--- config.mk ---
export PLATFORM = sky130hd
export DESIGN_NAME = collision_score_ctrl
export DESIGN_NICKNAME = d
export VERILOG_FILES = /design/src/rtl/game_pkg.sv /design/src/rtl/bcd_score_counter.sv /design/src/rtl/collision_score_ctrl.sv
export SDC_FILE = /design/constraint.sdc
export NUM_CORES = 1
export LEC_CHECK = 0
export BUFFER_PORTS_ARGS = -buffer_cell sky130_fd_sc_hd__buf_2
export CAP_MARGIN = 10
export CELL_PAD_IN_SITES_DETAIL_PLACEMENT = 0
export CELL_PAD_IN_SITES_GLOBAL_PLACEMENT = 2
export CORE_ASPECT_RATIO = 2
export CORE_UTILIZATION = 29
export CTS_BUF_LIST = sky130_fd_sc_hd__clkbuf_8
export CTS_CLUSTER_SIZE = 20
export DETAILED_ROUTE_END_ITERATION = 12
export MAX_ROUTING_LAYER = met4
export PLACE_DENSITY = 0.79
export SKIP_CTS_REPAIR_TIMING = 1
export SYNTH_ARGS = -nofsm -noshare
export SYNTH_HDL_FRONTEND = slang
export SYNTH_SLANG_ARGS = --single-unit
--- constraint.sdc ---
create_clock -name clk -period 2.7 [get_ports clk]
set_clock_uncertainty 0.15 [all_clocks]
set_input_delay 0.54 -clock clk [delete_from_list [all_inputs] [get_ports clk]]
set_output_delay 0.54 -clock clk [all_outputs]
set_load 0.05 [all_outputs]
--- src/rtl/game_pkg.sv ---
// Shared game-state definitions: FSM encoding, screen timing limits and
// the fixed bird/floor geometry used by the collision and score logic.
package game_pkg;

  typedef enum logic [1:0] {
    IDLE    = 2'd0,
    PLAYING = 2'd1,
    DEAD    = 2'd2
  } game_state_e;

  localparam logic [9:0] H_LAST  = 10'd799;
  localparam logic [9:0] V_LAST  = 10'd524;
  localparam logic [9:0] BIRD_X  = 10'd200;
  localparam logic [9:0] FLOOR_Y = 10'd448;

  localparam int BCD_DIGITS  = 4;
  localparam int SCORE_W     = 4 * BCD_DIGITS;

endpackage

--- src/rtl/bcd_score_counter.sv ---
// Packed-BCD score register: synchronous clear, single-step increment,
// saturating at all nines.
module bcd_score_counter
  import game_pkg::*;
(
  input  logic               clk,
  input  logic               reset,
  input  logic               clear,
  input  logic               inc,
  output logic [SCORE_W-1:0] score
);

  localparam logic [SCORE_W-1:0] SCORE_MAX = {BCD_DIGITS{4'h9}};

  logic [SCORE_W-1:0] score_q;
  logic [SCORE_W-1:0] score_d;
  logic [SCORE_W-1:0] inc_val;
  logic [BCD_DIGITS:0] carry;

  assign carry[0] = 1'b1;

  // Ripple the +1 through the digits; a 9 rolls to 0 and carries onward.
  for (genvar gi = 0; gi < BCD_DIGITS; gi++) begin : g_digit
    logic [3:0] dig;
    assign dig            = score_q[4*gi +: 4];
    assign carry[gi+1]    = carry[gi] && (dig == 4'd9);
    assign inc_val[4*gi +: 4] = !carry[gi]    ? dig   :
                                (dig == 4'd9) ? 4'd0  :
                                                dig + 4'd1;
  end

  always_comb begin
    score_d = score_q;
    if (clear) begin
      score_d = '0;
    end else if (inc && (score_q != SCORE_MAX)) begin
      score_d = inc_val;
    end
  end

  always_ff @(posedge clk) begin
    if (reset) begin
      score_q <= '0;
    end else begin
      score_q <= score_d;
    end
  end

  assign score = score_q;

endmodule

--- src/rtl/collision_score_ctrl.sv ---
// Game-state controller: detects bird/pipe overlap and floor/ceiling hits,
// counts passed pipes and runs the IDLE/PLAYING/DEAD state machine.
module collision_score_ctrl
  import game_pkg::*;
#(
  parameter logic [9:0] CEIL_Y      = 10'd0,
  parameter int         DEAD_FRAMES = 60
) (
  input  logic        clk,
  input  logic        reset,
  input  logic        button,
  input  logic        bright,
  input  logic [9:0]  hCount,
  input  logic [9:0]  vCount,
  input  logic        bird_pixel,
  input  logic        pipe_pixel,
  input  logic [9:0]  bird_y,
  input  logic [9:0]  pipe_right_x,
  output logic        game_active,
  output logic        game_over,
  output logic [15:0] score
);

  localparam int DW = $clog2(DEAD_FRAMES + 1);

  game_state_e state_q, state_d;
  logic [DW-1:0] dead_cnt_q, dead_cnt_d;
  logic          hit_latch_q, hit_latch_d;
  logic          button_q;
  logic [9:0]    prev_pipe_right_x_q, prev_pipe_right_x_d;
  logic          game_active_q, game_over_q;

  logic frame_end;
  logic press;
  logic hit_now;
  logic hit_seen;
  logic crash;
  logic pipe_passed;
  logic score_clear;
  logic score_inc;

  assign frame_end = (hCount == H_LAST) && (vCount == V_LAST);
  assign press     = button && !button_q;
  assign hit_now   = bright && bird_pixel && pipe_pixel;
  // A hit landing on the frame_end cycle still belongs to the closing frame.
  assign hit_seen  = hit_latch_q || hit_now;
  assign crash     = hit_seen || (bird_y >= FLOOR_Y) || (bird_y <= CEIL_Y);

  // Only a right edge crossing leftwards past the bird scores; a respawn
  // jumping from small to large can never satisfy both terms.
  assign pipe_passed = (prev_pipe_right_x_q >= BIRD_X) && (pipe_right_x < BIRD_X);

  assign prev_pipe_right_x_d = frame_end ? pipe_right_x : prev_pipe_right_x_q;

  always_comb begin
    state_d     = state_q;
    dead_cnt_d  = dead_cnt_q;
    hit_latch_d = 1'b0;
    score_clear = 1'b0;
    score_inc   = 1'b0;
    case (state_q)
      IDLE: begin
        if (press) begin
          score_clear = 1'b1;
          state_d     = PLAYING;
        end
      end
      PLAYING: begin
        hit_latch_d = hit_seen;
        if (frame_end) begin
          hit_latch_d = 1'b0;
          if (crash) begin
            state_d    = DEAD;
            dead_cnt_d = DW'(DEAD_FRAMES);
          end else if (pipe_passed) begin
            score_inc = 1'b1;
          end
        end
      end
      DEAD: begin
        if (frame_end && (dead_cnt_q != '0)) begin
          dead_cnt_d = dead_cnt_q - DW'(1);
        end
        // Presses during the lockout are dropped, not queued.
        if (press && (dead_cnt_q == '0)) begin
          state_d = IDLE;
        end
      end
      default: begin
        state_d = IDLE;
      end
    endcase
  end

  always_ff @(posedge clk) begin
    if (reset) begin
      state_q             <= IDLE;
      dead_cnt_q          <= '0;
      hit_latch_q         <= 1'b0;
      button_q            <= 1'b0;
      prev_pipe_right_x_q <= '0;
      game_active_q       <= 1'b0;
      game_over_q         <= 1'b0;
    end else begin
      state_q             <= state_d;
      dead_cnt_q          <= dead_cnt_d;
      hit_latch_q         <= hit_latch_d;
      button_q            <= button;
      prev_pipe_right_x_q <= prev_pipe_right_x_d;
      game_active_q       <= (state_d == PLAYING);
      game_over_q         <= (state_d == DEAD);
    end
  end

  bcd_score_counter u_score (
    .clk   (clk),
    .reset (reset),
    .clear (score_clear),
    .inc   (score_inc),
    .score (score)
  );

  assign game_active = game_active_q;
  assign game_over   = game_over_q;

endmodule

==> results of run 1 <==
## metal layers
| metal | wire length (um) | vias up |
|---|---|---|
| met5 | 0 | - |
| met4 | 90 | 0 |
| met3 | 143 | 7 |
| met2 | 2728 | 29 |
| met1 | 1843 | 860 |
| li1 | - | 951 |
## cells in the final DEF (no fill, tap or decap), types with 3 or more instances in the layout
cell,count
buf_2,60
o31ai_1,3
o311ai_1,3
nand3b_1,4
o21ai_0,13
or4_1,4
nand3_1,6
and4bb_1,3
nor2_1,15
nand2b_1,7
inv_1,9
a21oi_1,26
clkbuf_8,5
a31oi_1,7
nand2_1,25
buf_4,9
dfxtp_1,35
nor2b_1,5
or3_1,6
## power by group
part | internal (mW) | leakage [nW] | switching (mW)
clock | 0.168 | 0.0413 | 0.190
sequential | 0.519 | 0.283 | 0.00280
combinational | 0.0338 | 0.609 | 0.0395
## state kept, by name, summed over array words and instances (netlist names)
name,flops
game_active,1
prev_pipe_right_x_q,7
state_q,2
dead_cnt_q,6
game_over,1
hit_latch_q,1
button_q,1
u_score.score,16
## cell type report
type                       instances  area, um2
multi-input combinational        171       1107
timing repair buffer              69      367.9
clock buffer                       5      68.82
tap                               84      105.1
clock inverter                     1      3.754
inverter                           8      30.03
fill                             686       3722
sequential                        35      700.7
## synthesized netlist by cell type (all sizes together) (4+ instances only)
library cell / n
nand2: 25
or3: 6
dfxtp: 35
nor2: 17
or4: 4
a31oi: 7
nor3: 4
nand4: 4
o21ai: 13
nand3b: 4
inv: 8
a21oi: 26
nand2b: 7
clkbuf: 5
nor4: 4
nand3: 8
nor2b: 5
## worst paths after layout
kind | start | endpoint | cells past startpoint
worst min-delay path | button | button_q | 2
worst max-delay path | state_q[0] | u_score.score[4] | 5
worst min register to register | prev_pipe_right_x_q[8] | prev_pipe_right_x_q[8] | 2
worst max register to register | state_q[0] | u_score.score[4] | 5
## cell families (layout without fill, tap and decap cells)
family          Yosys count  count (layout)  synth area share (%)
compound gates           63              63                 20.62
xor+xnor                  2               2                0.9436
simple gates            102             102                 35.65
flops                    35              35                 37.74
buf+inv                  13              83                 2.628
fa+ha+maj                 2               2                 1.347
mux                       2               2                 1.078
## metrics by stage
stage	instances	power [mW]	cell area [um2]	setup slack, ps	hold slack [ps]
floorplan	219	0.5660	1857	321.6	303.5
CTS	373	0.9739	2384	385.5	305.8
finish	373	0.9537	2384	398.5	320.9
detailed placement	367	0.6090	2311	114.5	320.4
global route	373	1.003	2384	211.6	332.3
global placement	367	0.6083	2311	110.8	314.9
==> results.toml, run 1 <==
[routing]
wl_per_cell_um = 12.88
viasPerCell = 4.952
final_antenna_net_count = 0
vias = 1847
dr.pass1.iters = 4
drt-initial-drc-count = 65
route.detailed.drc = 0
detail_route.wirelength_mm = 4.806

[worst_setup_path]
worstPathMaxFanout = 8
worstPathArrival_ps = 2370
ff2ff_setup_slack_ps = 400
critical_path.top_delay_family = "simple AND/OR/NAND/NOR gates"
critPathCaptureType = "flip-flop"
start_kind = "flip-flop"
worstPathRequired_ps = 2770
slowest_delay_ps = 600
crit_type = "reg2reg"
slowest_stage = "nor3_2"
path_buf_inv = 0
crit_chain = "nand2b_1 > nor3_2 > nand3_2 > or4_1 > a21oi_1"

[yosys]
ys_seq_area_share_pct = 37.74
syn_nets = 267
syn_area_mm2 = 0.001857
syn_inst = 219
synthFlopType = "dfxtp_1"
synth_area_leaders = "dfxtp_1 38%, a21oi_1 7.0%, nand2_1 5.1%, o21ai_0 3.5%, nor2_1 3.0%"
avgSynthCellArea_um2 = 8.478
synth-edff-count = 0
ys_async_sr_fraction_pct = 0
synth-seq-cells = 35
synth_top_area_share_pct = 37.74
yosys_warnings = 0
synth_area_leader_cell = "dfxtp_1"
synth_cell_types = 53

[timing]
setup_viol = 0
setup-tns-final_ps = 0
drv_slew = 0
max_freq_ghz = 0.4345
post-route-min-period_ps = 2302
finalHoldViolations = 0
rsz0062_at_grt = "no"
max_slew_margin_pct = 53.51
fin_crit_sh_pct = 85.24
worst_pin_slew_ps = 693.6

[clock_network]
clk_pin_slew_ps = 70
cts_root_buf = "clkbuf_8"
cts_tree = "yes"
clock-sinks = 35
numCtsBuffers = 5
cts_max_level = 2
clk_latency_ps = 290
clock_path_buffers = 2

[floorplan]
num_rows = 40
die_height_um = 115.2
initial_core_util_pct = 30.41
fp.dieW_um = 58.58
core_mm2 = 0.006106
fp.dieArea_mm2 = 0.006746
io_pins = 64

[flow_run]
cap_violations = 0

[global_route]
use_met1_pct = 16.47
grt_pass1_wl_mm = 8.204
grt_max_degree = 21
met3_usage_pct = 3.150
track_usage_pct = 16.30
use_met2_pct = 29.73
grt_antenna_before_repair = 0
grt_overflow_total = 0
grt_pass1_vias = 1797
grt_most_used_layer = "met2"

[layout]
drive_gt1_share_pct = 30.80
final_core_util_pct = 39.04
nets = 338
syn_to_final_growth_pct = 28.37
antennaDiodeCount = 0

[place]
numPortBuffers = 60
dpl.hpwl_mm = 3.678
gp_congestion = 0.7885

[status]
status = "completed"

[power_and_ir_drop]
leakagePower_nw = 0.9334
ir_drop_v = 0.0001905
power_per_cell_area_mw_per_mm2 = 400.1

[min_path]
hp-class = "in2reg"
(Power assumes the default switching activity.)
==> run 2: changes to the inputs <==
- PLACE_DENSITY: 0.79 -> 0.92
- SLEW_MARGIN: not set -> 5
==> run 2 against run 1 <==
  * Combinational power fell by 1%
  * Highest routed layer unchanged
  * Design area rose by 0.21%
  * Clock power rose by 16%
==> results.toml, run 2 (synthesis results as in run 1) <==
[global_route]
grt_antenna_before_repair = 0
grt_pass1_vias = 1858
grt_max_degree = 21
grt_most_used_layer = "met2"
track_usage_pct = 15.80
grt_pass1_wl_mm = 8.142
met3_usage_pct = 2.587
use_met1_pct = 14.78
grt_overflow_total = 0
use_met2_pct = 31.03

[layout]
drive_gt1_share_pct = 30.56
layout_commonest_cell = "buf_2"
syn_to_final_growth_pct = 28.64
largest_reg_flops = 16
multiInputGateArea_mm2 = 0.001107
antennaDiodeCount = 0
fill_cells = 678
final_cell_mix = "60 x buf_2, 35 x dfxtp_1, 26 x a21oi_1, 25 x nand2_1, 15 x nor2_1"
nets = 335
regArea_um2 = 700.7

[power_and_ir_drop]
power_per_cell_area_mw_per_mm2 = 423.2
ir_drop_v = 0.0002897
totalPowerFinal_mw = 1.011
leakagePower_nw = 0.9315

[worst_setup_path]
critPathCaptureType = "flip-flop"
worstPathRequired_ps = 2770
slowest_delay_ps = 440
crit_chain = "buf_2 > o311ai_1 > o311ai_1 > nor3_4 > nand4_4 > or4_1 > a21oi_1"
critPathMostFrequentCell = "o311ai_1"
reg2reg_from = "hit_latch_q"
crit_type = "in2reg"
ff2ff_setup_slack_ps = 420
critical_path.top_delay_family = "simple AND/OR/NAND/NOR gates"
path_buf_inv = 1
reg2reg_depth = 6
worstPathMaxFanout = 9
reg2reg_to = "u_score.score[4]"
slowest_stage = "or4_1"
worstPathArrival_ps = 2420
start_kind = "primary input"

[floorplan]
die_height_um = 115.2
fp.dieArea_mm2 = 0.006746
io_pins = 64
fp.dieW_um = 58.58
initial_core_util_pct = 30.41
num_rows = 40
core_mm2 = 0.006106

[routing]
final_antenna_net_count = 0
vias = 1875
wl_per_cell_um = 12.49
detail_route.wirelength_mm = 4.645
route.detailed.drc = 0
viasPerCell = 5.040
dr.pass1.iters = 4
drt-initial-drc-count = 50

[min_path]
min_to = "prev_pipe_right_x_q[7]"
min_from = "prev_pipe_right_x_q[7]"
hp-class = "reg2reg"
hold_depth = 2

[clock_network]
cts_root_buf = "clkbuf_8"
clock-sinks = 35
clk_latency_ps = 290
numCtsBuffers = 5
clk_pin_slew_ps = 70
cts_max_level = 2
cts_tree = "yes"
clock_path_buffers = 2

[timing]
max_slew_margin_pct = 53.57
hold_slack_ps = 329.5
rsz0062_at_grt = "no"
max_freq_ghz = 0.4252
post-route-min-period_ps = 2352
drv_slew = 0
setup-tns-final_ps = 0
finalHoldViolations = 0
setup_viol = 0
worst_pin_slew_ps = 692.6
fin_crit_sh_pct = 87.11

[place]
numPortBuffers = 60
dpl.hpwl_mm = 3.680
gp_congestion = 0.7533

[status]
status = "completed"

[flow_run]
cap_violations = 0
run 2: power breakdown:
part	switching, mW	total, mW	internal, mW
Sequential	0.00260	0.522	0.519
Combinational	0.0396	0.0726	0.0330
Clock	0.187	0.416	0.229
run 2: stage by stage:
stage	setup WS, ps	cells	cell area (um2)	util [%]
after CTS	329.6	372	2389	39.12
after global routing	91.00	372	2389	39.12
after global placement	70.25	364	2288	37.48
after detailed placement	29.68	364	2288	37.48
final	347.9	372	2389	39.12
after floorplan	321.6	219	1857	-
run 2: worst max-delay path by stage:
stage | from | end | slack (ps) | depth (start not counted)
global route | bright | u_score.score[8] | 90 | 7
global placement | pipe_right_x[3] | u_score.score[8] | 70 | 7
detailed placement | bright | u_score.score[8] | 30 | 7
CTS | bright | u_score.score[8] | 330 | 7
finish | pipe_right_x[3] | u_score.score[8] | 350 | 7
floorplan | u_score.score[7] | u_score.score[14] | 320 | 6
run 2: metal layers:
| metal | vias up | routed length (um) |
|---|---|---|
| li1 | 945 | - |
| met2 | 38 | 2773 |
| met3 | 5 | 145 |
| met1 | 887 | 1657 |
| met5 | - | 0 |
| met4 | 0 | 68 |
run 2: worst reg2reg max path, cell delays in order, from the launching register on:
cell     delay (ps)
dfxtp_1         310
a31oi_1         220
nand2_1         140
nor3_2          550
nand3_2         240
or4_1           460
a21oi_1         140
run 2: area by class of cell:
class	count	area share, %
multi-input combinational	171	46.36
inverter	8	1.257
clock buffer	7	4.034
tap	84	4.400
sequential	35	29.33
clock inverter	1	0.1572
timing repair buffer	66	14.46
==> run 3: changes to the inputs <==
==> constraint.sdc (replaced) <==
create_clock -name clk -period 2.7 [get_ports clk]
set_clock_uncertainty 0.15 [all_clocks]
set_input_delay 0.27 -clock clk [delete_from_list [all_inputs] [get_ports clk]]
set_output_delay 0.27 -clock clk [all_outputs]
set_load 0.05 [all_outputs]
==> run 3 against run 2 <==
  * Cell count shrank 1.1%
  * Critical endpoint unchanged
  * Maximum frequency up 4.1%
  * First-iteration DRC count decreased by 20%
  * Critical path type is now reg2reg
  * Non-clock buffer count is 2 lower
  * Hold slack got worse by 260 ps
  * Largest power group unchanged
  * Routed wire length decreased by 3.7%
  * Utilization decreased by 0.70 points
  * Highest routed layer unchanged
  * Global-route usage down 1.3 points
  * Worst setup slack gained 92 ps
==> results.toml, run 3 (synthesis results as in run 1) <==
[routing]
wl_per_cell_um = 12.15
final_antenna_net_count = 0
dr.pass1.iters = 4
detail_route.wirelength_mm = 4.472
route.detailed.drc = 0
viasPerCell = 4.970
vias = 1829
drt-initial-drc-count = 40

[layout]
fill_cells = 680
largest_reg_flops = 16
final_cell_mix = "60 x buf_2, 35 x dfxtp_1, 26 x a21oi_1, 25 x nand2_1, 15 x nor2_1"
drive_gt1_share_pct = 29.58
fin_cells = 368
layout_commonest_cell = "buf_2"
antennaDiodeCount = 0
syn_to_final_growth_pct = 26.35
nets = 333
finalInstanceArea_mm2 = 0.002346

[timing]
hold_slack_ps = 69.66
max_freq_ghz = 0.4425
fin_crit_sh_pct = 83.71
rsz0062_at_grt = "no"
worst_pin_slew_ps = 715.5
setup-tns-final_ps = 0
setup_viol = 0
max_slew_margin_pct = 52.04
drv_slew = 0
finalHoldViolations = 0
post-route-min-period_ps = 2260

[clock_network]
clk_pin_slew_ps = 60
clock_path_buffers = 2
cts_root_buf = "clkbuf_8"
cts_max_level = 2
clock-sinks = 35
cts_tree = "yes"
clk_latency_ps = 280
numCtsBuffers = 5

[floorplan]
io_pins = 64
num_rows = 40
fp.dieArea_mm2 = 0.006746
initial_core_util_pct = 30.41
fp.dieW_um = 58.58
die_height_um = 115.2
core_mm2 = 0.006106

[worst_setup_path]
start_kind = "flip-flop"
worstPathMaxFanout = 9
critPathCaptureType = "flip-flop"
crit_type = "reg2reg"
worstPathRequired_ps = 2760
reg2reg_depth = 5
reg2reg_to = "u_score.score[8]"
reg2reg_from = "state_q[0]"
worstPathArrival_ps = 2320
ff2ff_setup_slack_ps = 440

[place]
dpl.hpwl_mm = 3.587
gp_congestion = 0.7181
placed_area_mm2 = 0.002273
placedCellCount = 362
numPortBuffers = 60

[power_and_ir_drop]
p_clk_share_pct = 36.4
leakagePower_nw = 0.9088
power_per_cell_area_mw_per_mm2 = 398.1
pwr-share-comb_pct = 7.7
ir_drop_v = 0.0003169
p_int_mw = 0.7204
switching_power_mw = 0.2135
seq_power_share_pct = 55.9
swShare_pct = 22.86

[global_route]
grt_pass1_wl_mm = 7.417
grt_max_degree = 21
grt_overflow_total = 0
grt_antenna_before_repair = 0
track_usage_pct = 14.47
grt_pass1_vias = 1722

[status]
status = "completed"

[min_path]
min_to = "button_q"
hp-class = "in2reg"
min_from = "button"
hold_depth = 2

[flow_run]
cap_violations = 0
==> run 3: cell types whose count changed in the layout (fill, tap and decap cells not counted), sizes merged <==
cell	previous run	this run
buf	66	64
clkbuf	7	5
==> run 3: power by group through the flow <==
stage | Combinational, mW | Clock [mW] | Sequential (mW)
floorplan | 0.0287 | 0 | 0.537
global placement | 0.0719 | 0 | 0.534
detailed placement | 0.0725 | 0 | 0.534
CTS | 0.0727 | 0.352 | 0.522
global route | 0.0792 | 0.371 | 0.522
finish | 0.0717 | 0.340 | 0.522
==> run 3: through the flow <==
step | util (%) | power [mW] | setup slack [ps]
final | 38.42 | 0.9339 | 440.0
after global routing | 38.42 | 0.9722 | 220.5
after CTS | 38.42 | 0.9468 | 404.9
after detailed placement | 37.23 | 0.6065 | 302.8
after global placement | 37.23 | 0.6058 | 321.6
after floorplan | - | 0.5660 | 321.6
==> run 3: area by class of cell <==
type / count / area [um2] / share of cell area [%]
clock buffers: 5 / 68.82 / 2.933
flip-flops and latches: 35 / 700.7 / 29.87
inverters: 8 / 30.03 / 1.280
clock inverters: 1 / 3.754 / 0.1600
well taps: 84 / 105.1 / 4.480
repair buffers: 64 / 330.3 / 14.08
multi-input cells: 171 / 1107 / 47.20
==> run 3: critical path, cell delays in order, from the launching register on <==
cell      delay [ps]
dfxtp_1          440
nand2b_1         150
nor3_2           610
nand4_4          250
or4_1            450
a21oi_1          140
==> run 3: worst max-delay path by stage <==
stage,end,startpoint,cells past startpoint
3_5_place_dp,u_score.score[8],bright,7
5_1_grt,u_score.score[8],hit_latch_q,6
6_report,u_score.score[8],state_q[0],5
4_1_cts,u_score.score[8],hit_latch_q,6
3_3_place_gp,u_score.score[8],pipe_right_x[3],7
2_1_floorplan,u_score.score[14],u_score.score[7],6
==> run 3: routing by layer <==
metal / vias to the layer above / global-route usage, % / routed length, um
li1: 937 / - / -
met1: 854 / 12.84 / 1628
met2: 32 / 28.97 / 2650
met3: 6 / 2.700 / 129
met4: 0 / 4.762 / 63
met5: - / - / 0
